**config.mk**
```make
export PLATFORM = sky130hd
export DESIGN_NAME = smc_pwm_engine_flat
export DESIGN_NICKNAME = d
export VERILOG_FILES = /design/src/rtl/smc_pwm_engine_if.sv /design/src/rtl/smc_pwm_engine.sv /design/src/flat_wrapper.sv
export SDC_FILE = /design/constraint.sdc
export NUM_CORES = 1
export LEC_CHECK = 0
export ABC_AREA = 1
export CAP_MARGIN = 20
export CELL_PAD_IN_SITES_DETAIL_PLACEMENT = 1
export CELL_PAD_IN_SITES_GLOBAL_PLACEMENT = 2
export CORE_MARGIN = 3
export CORE_UTILIZATION = 38
export DETAILED_ROUTE_END_ITERATION = 8
export GPL_ROUTABILITY_DRIVEN = 0
export GPL_TIMING_DRIVEN = 1
export PLACE_DENSITY = 0.83
export SLEW_MARGIN = 5
export SYNTH_ARGS = -nofsm -noshare
export SYNTH_HDL_FRONTEND = slang
export SYNTH_SLANG_ARGS = --single-unit
```
**constraint.sdc**
```tcl
create_clock -name QCLK -period 9.9 [get_ports QCLK]
set_input_delay 1.98 -clock QCLK [delete_from_list [all_inputs] [get_ports QCLK]]
set_output_delay 1.98 -clock QCLK [all_outputs]
set_load 0.005 [all_outputs]
```
**src/rtl/smc_pwm_engine_if.sv**
```systemverilog
// Register-file-to-PWM-engine link: period/duty writes in, coil drive pair and status out.
interface smc_pwm_engine_if #(
  parameter int CNT_W  = 11,
  parameter int N_COIL = 2
);
  localparam int SEL_W = (N_COIL > 1) ? $clog2(N_COIL) : 1;

  logic              en;
  logic              center;
  logic              per_wr;
  logic [CNT_W-1:0]  per_data;
  logic              dc_wr;
  logic [SEL_W-1:0]  dc_sel;
  logic [CNT_W:0]    dc_data;
  logic [N_COIL-1:0] MNP;
  logic [N_COIL-1:0] MNM;
  logic              period_end;
  logic              upd_pend;

  modport master (
    output en, center, per_wr, per_data, dc_wr, dc_sel, dc_data,
    input  MNP, MNM, period_end, upd_pend
  );

  modport slave (
    input  en, center, per_wr, per_data, dc_wr, dc_sel, dc_data,
    output MNP, MNM, period_end, upd_pend
  );
endinterface

```
**src/rtl/smc_pwm_engine.sv**
```systemverilog
// Per-motor PWM engine: left/center-aligned counter, double-buffered period and signed coil duties,
// active values reloaded only at the period boundary.
module smc_pwm_engine #(
  parameter int CNT_W  = 11,
  parameter int N_COIL = 2
) (
  input logic             QCLK,
  input logic             QRESET,
  smc_pwm_engine_if.slave bus
);
  localparam int SEL_W = (N_COIL > 1) ? $clog2(N_COIL) : 1;

  logic [CNT_W-1:0]  cnt;
  logic              dir_dn;
  logic [CNT_W-1:0]  buf_per, act_per, nxt_per;
  logic              act_center;
  logic [CNT_W:0]    buf_dc [N_COIL];
  logic [CNT_W:0]    act_dc [N_COIL];
  logic [CNT_W:0]    nxt_dc [N_COIL];
  logic [CNT_W-1:0]  mag    [N_COIL];
  logic [N_COIL-1:0] pwm, sgn;
  logic [N_COIL-1:0] mnp_q, mnm_q;
  logic              upd_q;
  logic              dc_hit, any_wr, running, last_cnt, top_cnt;

  always_comb begin
    dc_hit  = bus.dc_wr && (int'(bus.dc_sel) < N_COIL);
    any_wr  = bus.per_wr || dc_hit;
    nxt_per = bus.per_wr ? bus.per_data : buf_per;
    running = bus.en && (act_per != '0);
    top_cnt = (cnt == act_per - CNT_W'(1));
    last_cnt = act_center ? (dir_dn && (cnt == '0)) : top_cnt;
    pwm = '0;
    sgn = '0;
    for (int i = 0; i < N_COIL; i++) begin
      nxt_dc[i] = (dc_hit && (bus.dc_sel == SEL_W'(i))) ? bus.dc_data : buf_dc[i];
      mag[i]    = act_dc[i][CNT_W-1:0];
      sgn[i]    = act_dc[i][CNT_W];
      // center mode: saturate before the subtraction so |duty| >= PER cannot wrap
      if (act_center)
        pwm[i] = (mag[i] >= act_per) || (cnt >= act_per - mag[i]);
      else
        pwm[i] = (cnt < mag[i]);
    end
  end

  assign bus.period_end = running && last_cnt;
  assign bus.MNP        = mnp_q;
  assign bus.MNM        = mnm_q;
  assign bus.upd_pend   = upd_q;

  always_ff @(posedge QCLK) begin
    if (QRESET) begin
      cnt        <= '0;
      dir_dn     <= 1'b0;
      buf_per    <= '0;
      act_per    <= '0;
      act_center <= 1'b0;
      mnp_q      <= '0;
      mnm_q      <= '0;
      upd_q      <= 1'b0;
      for (int i = 0; i < N_COIL; i++) begin
        buf_dc[i] <= '0;
        act_dc[i] <= '0;
      end
    end else begin
      buf_per <= nxt_per;
      for (int i = 0; i < N_COIL; i++) buf_dc[i] <= nxt_dc[i];
      if (!running) begin
        // idle is transparent: writes land in the active set on the same edge
        cnt        <= '0;
        dir_dn     <= 1'b0;
        mnp_q      <= '0;
        mnm_q      <= '0;
        upd_q      <= 1'b0;
        act_per    <= nxt_per;
        act_center <= bus.center;
        for (int i = 0; i < N_COIL; i++) act_dc[i] <= nxt_dc[i];
      end else begin
        mnp_q <= pwm & ~sgn;
        mnm_q <= pwm & sgn;
        if (last_cnt) begin
          // boundary loads the pre-edge buffers; a coinciding write waits a period
          cnt        <= '0;
          dir_dn     <= 1'b0;
          act_per    <= buf_per;
          act_center <= bus.center;
          upd_q      <= any_wr;
          for (int i = 0; i < N_COIL; i++) act_dc[i] <= buf_dc[i];
        end else begin
          upd_q <= upd_q | any_wr;
          if (act_center && !dir_dn && top_cnt)
            dir_dn <= 1'b1;
          else if (dir_dn)
            cnt <= cnt - CNT_W'(1);
          else
            cnt <= cnt + CNT_W'(1);
        end
      end
    end
  end
endmodule

```
**src/flat_wrapper.sv**
```systemverilog
// flat-port wrapper written by rule: the top's interface ports become plain ports
module smc_pwm_engine_flat 
#(
  parameter int CNT_W  = 11,
  parameter int N_COIL = 2
)
  (QCLK, QRESET, bus_en, bus_center, bus_per_wr, bus_per_data, bus_dc_wr, bus_dc_sel, bus_dc_data, bus_MNP, bus_MNM, bus_period_end, bus_upd_pend);
  smc_pwm_engine_if #(.CNT_W(CNT_W), .N_COIL(N_COIL)) bus_i ();
  input logic QCLK;
  input logic QRESET;
  input wire logic [$bits(bus_i.en)-1:0] bus_en;
  input wire logic [$bits(bus_i.center)-1:0] bus_center;
  input wire logic [$bits(bus_i.per_wr)-1:0] bus_per_wr;
  input wire logic [$bits(bus_i.per_data)-1:0] bus_per_data;
  input wire logic [$bits(bus_i.dc_wr)-1:0] bus_dc_wr;
  input wire logic [$bits(bus_i.dc_sel)-1:0] bus_dc_sel;
  input wire logic [$bits(bus_i.dc_data)-1:0] bus_dc_data;
  output wire logic [$bits(bus_i.MNP)-1:0] bus_MNP;
  output wire logic [$bits(bus_i.MNM)-1:0] bus_MNM;
  output wire logic [$bits(bus_i.period_end)-1:0] bus_period_end;
  output wire logic [$bits(bus_i.upd_pend)-1:0] bus_upd_pend;
  assign bus_i.en = bus_en;
  assign bus_i.center = bus_center;
  assign bus_i.per_wr = bus_per_wr;
  assign bus_i.per_data = bus_per_data;
  assign bus_i.dc_wr = bus_dc_wr;
  assign bus_i.dc_sel = bus_dc_sel;
  assign bus_i.dc_data = bus_dc_data;
  assign bus_MNP = bus_i.MNP;
  assign bus_MNM = bus_i.MNM;
  assign bus_period_end = bus_i.period_end;
  assign bus_upd_pend = bus_i.upd_pend;
  smc_pwm_engine #(.CNT_W(CNT_W), .N_COIL(N_COIL)) u_core (.QCLK(QCLK), .QRESET(QRESET), .bus(bus_i));
endmodule
```
# [After elaboration in Yosys (flattened, before gate mapping)]
# Memories as Yosys holds them, arrays and structs flattened.
# Cells that the tools add are included.
# W data, S select, Z words.
[word_totals] in_bits=30 elab_cells=78 n_memories=2 ramBits=48 out_inout_bits=6 register_bits=40
[mem_list] name="u_core.act_dc" words=2 word_bits=12 rd=2 rd_ports_with_merged_regs=0 write_ports=2 line="smc_pwm_engine.sv:18" source="logic [CNT_W:0] act_dc [N_COIL];"
[mem_list] name="u_core.buf_dc" words=2 word_bits=12 rd=2 rd_ports_with_merged_regs=0 write_ports=2 line="smc_pwm_engine.sv:17" source="logic [CNT_W:0] buf_dc [N_COIL];"
[op_classes] n_lt_le_gt_ge=6 n_reduce_logical=15 n_bitwise=12 addsub=5 mux=28 n_eq_ne=2
[ops] operator="$mux W12" n=8
[ops] operator="$ge A11 B11 Y1" n=4
[ops] operator="$mux W11" n=4
[ops] operator="$lt A11 B11 Y1" n=2
[ops] operator="$sub A11 B1 Y11 const B" n=2
[ops] operator="$sub A11 B11 Y11" n=2
[ops] operator="$mux W1" n=16
[ops] operator="$add A11 B1 Y11 const B" n=1
[ops] operator="$eq A11 B11 Y1" n=1
[ops] operator="$logic_not A11 Y1" n=1
[ops] operator="$reduce_bool A11 Y1" n=1
[ops] operator="$logic_and A1 B1 Y1" n=7
[ops] operator="$or A1 B1 Y1" n=7
[ops] operator="$and A2 B2 Y2" n=2
[ops] operator="$logic_or A1 B1 Y1" n=3
[ops] operator="$reduce_or A3 Y1" n=1
[ops] operator="$ne A2 B2 Y1 const B" n=1
[ops] operator="$not A1 Y1" n=2
[ops] operator="$not A2 Y2" n=1
[ops] operator="$reduce_or A2 Y1" n=1
[ops] operator="$logic_not A1 Y1" n=1

# [Logic depth before layout (Yosys ltp)]
[logic_depth] word_depth=8 mapped_depth=22 depth_no_buf=22

# [Worst setup path after synthesis]
# OpenSTA, ideal clock, no wires.
[synth_timing] kind="input -> output" start="in bus_en" end="out bus_period_end" cell_stages=3 arrival_ps=2407 path_slack_ps=5513 cell_sequence="nand2_2 -> clkbuf_1 -> a21oi_1"
[synth_between] elab_chain_cells=2
[synth_lines] element="start: declaration" line="flat_wrapper.sv:11" source="input wire logic [$bits(bus_i.en)-1:0] bus_en;"
[synth_lines] element="$logic_and A1 B1 Y1" line="smc_pwm_engine.sv:30" source="running = bus.en && (act_per != '0);"
[synth_lines] element="$logic_and A1 B1 Y1" line="smc_pwm_engine.sv:47" source="assign bus.period_end = running && last_cnt;"
[synth_lines] element="end: declaration" line="flat_wrapper.sv:20" source="output wire logic [$bits(bus_i.period_end)-1:0] bus_period_end;"
# No other way between the ends.

# [Final worst setup path]
# Ends and elaborated chain as after synthesis.

==> impl_metrics.tcl <==
set metrics [dict create \
    ys_ff_latch 88 \
    synth_nets 1033 \
    drtIter0Drc 306 \
    layout_commonest_cell "nand2_1" \
    grt_pass1_wl_um 34100 \
    hold_violations 0 \
    io_buffers 35 \
    critPathMostFrequentCell "clkdlybuf4s50_1" \
    yosysUniqueCellTypes 48 \
    worst_pin_slew_ps 880 \
    cp_cell_sequence "clkdlybuf4s50_1, nand2_2, a21oi_1, clkdlybuf4s50_1" \
    rows 47 \
    ys_seq_area_share_pct 29.9 \
    via_count 6390 \
    cpLargestDelayFamily "buffers and inverters" \
    max-vdd-ir-drop_mv 0.0715 \
    grt-ovfl-total 0 \
    seqPwrFrac_pct 33.2 \
    hpwl_um 15900 \
    fin_worst_skew_ps 8.15 \
    rsz0062_at_grt "no" \
    critPathBufInv 2 \
    max_slew_margin_pct 41.1 \
    nets 1048 \
    required_ps 7920 \
    drt_wl_total_um 21000 \
    finalSetupTns_ps 0 \
    synth-edff-count 24 \
    coreArea_um2 16900 \
    area_growth_syn_to_layout_pct 11.8 \
    cts_resized 0 \
    slowest_delay_ps 530 \
    hold_slack_ps 493 \
    power_leakage_nw 3.32 \
    synthCells 926 \
    cp-end-kind "output pin" \
    diodes 0 \
    die_y_um 139 \
    use_met1_pct 28.6 \
    cts_root_buf "clkbuf_16" \
    cap_violations 0 \
    fin_crit_ps 5620 \
    grt_use_met3_pct 3.07 \
    avgSynthCellArea_um2 7.23 \
    status "finished clean" \
    grt.busiest_layer "met2" \
    vias_per_cell 5.48 \
    worstPathMaxFanout 32 \
    post-route-period-util_pct 56.8 \
    post-route-drc-count 0 \
    ys.flop_type "dfxtp_1" \
    slowest_stage "clkdlybuf4s50_1" \
    ys_async_sr_fraction_pct 0 \
    cts_buffer_depth 2 \
    synth_area_leaders "dfxtp_1 (19%), ha_1 (14%), nand2_1 (13%)" \
    grt_max_degree 47 \
    grtUsageTotal_pct 21.7 \
    htreeDepth 3 \
    fmax_mhz 178 \
    cts_setup_buffers 0 \
    arrival_ps 3640 \
    p_int_mw 0.791 \
    crit_type "input pin to output pin" \
    setup_viol 0 \
    start_kind "input pin" \
    final_cell_mix "nand2_1 (233), a21oi_1 (97), inv_1 (79), nand3_1 (78), ha_1 (74)" \
    path_clk_slew_ps 70 \
    cts_buffers 9 \
    worstSkewPairLatency_ps 350 \
    synthesis.area_um2 6690 \
    postRouteAntennaNets 0 \
    cts.sinks 88 \
    swShare_pct 39.4 \
    cts_tree "yes" \
    clkPwrFrac_pct 27.0 \
    firstDrtPassIters 6 \
    cts-hold-fix-buffers 0 \
    die_w_um 139 \
    routedWlPerCell_um 18.0 \
    synth_largest_area_cell "dfxtp_1" \
    hold_class "flop to flop" \
    final_util_pct 44.2 \
    io_pins 36 \
    dieArea_um2 19200 \
    power_density_nw_per_um2 174 \
    p_sw_mw 0.514 \
    drive_above_1_share_pct 5.39 \
    finalMaxSlewViolations 0 \
    start_util_pct 39.5 \
    yosysTopAreaCellShare_pct 19.1 \
    grt_pass1_vias 6601 \
    p_comb_share_pct 39.7 \
    synth_warnings 0 \
    antenna_found_initial 0 \
    grtUsageMet2_pct 37.4 \
]
[metal layers]
metal / vias up / share of wire, % / routed length (µm)
met1: 3059 / 47 / 9900
met5: - / 0 / 0
li1: 3188 / - / -
met2: 118 / 48 / 10100
met4: 0 / 1.6 / 332
met3: 25 / 3.1 / 644
[state kept, by name, summed over array words and instances, names as in the netlist, 2 cells and up]
name / cells
u_core.cnt: 11
u_core.act_dc: 24
u_core.bus.MNP: 2
u_core.buf_per: 11
u_core.bus.MNM: 2
u_core.act_per: 11
u_core.buf_dc: 24
[final cells by class]
class	instances	area [µm²]
clock buffers	9	225
fillers	2139	9460
clock inverters	7	77.6
flip-flops and latches	88	2000
well taps	220	275
repair buffers	37	365
inverters	83	312
multi-input cells	722	4220
[cells in the mapped netlist (all sizes together) (18+ instances only)]
master,instances
dfxtp,64
o21ai,39
inv,82
nand2,241
clkbuf,21
xor2,18
nand3,86
edfxtp,24
nand4,37
nor2,68
a21oi,98
ha,74
[worst paths after layout]
path | startpoint | to | slack [ps] | cells past startpoint
hold / removal | u_core.buf_dc[0][15] | u_core.buf_dc[0][15] | 490 | 2
setup reg to reg | u_core.act_per[0] | u_core.bus.MNP[0] | 5990 | 21
hold reg to reg | u_core.buf_dc[0][15] | u_core.buf_dc[0][15] | 490 | 2
setup / recovery | bus_en | bus_period_end | 4280 | 4
[power by group through the flow]
stage | Clock, mW | Combinational, mW | Sequential [mW]
3_5_place_dp | 0 | 0.519 | 0.442
6_report | 0.352 | 0.519 | 0.434
5_1_grt | 0.376 | 0.590 | 0.437
2_1_floorplan | 0 | 0.395 | 0.425
4_1_cts | 0.362 | 0.521 | 0.434
3_3_place_gp | 0 | 0.496 | 0.440
[worst reg2reg max path, delay by kind of cell (launching register included)]
kind,cells,cell delay (ps)
adder cells (fa/ha/maj),3,960
flip-flops,1,320
buffers and inverters,2,400
AO/OA/AOI/OAI,6,1060
AND/OR/NAND/NOR,9,840
XOR/XNOR,1,190
[cell families after synthesis]
group	after synthesis	synth area share, %
AO/OA/AOI/OAI	152	12.1
flip-flops	88	29.9
buffers and inverters	116	6.97
AND/OR/NAND/NOR	455	31.2
XOR/XNOR	32	4.19
adder cells (fa/ha/maj)	77	14.7
multiplexers	6	0.897
[per-stage QoR]
step,area [µm²],std cells,total power [mW],setup WS [ps]
floorplan,6690,926,0.819,5510
global placement,7180,1150,0.937,4240
detailed placement,7180,1150,0.961,4250
CTS,7480,1166,1.32,4250
global route,7480,1166,1.40,4170
finish,7480,1166,1.30,4280
Note: power is estimated with default switching activity, not from simulation.
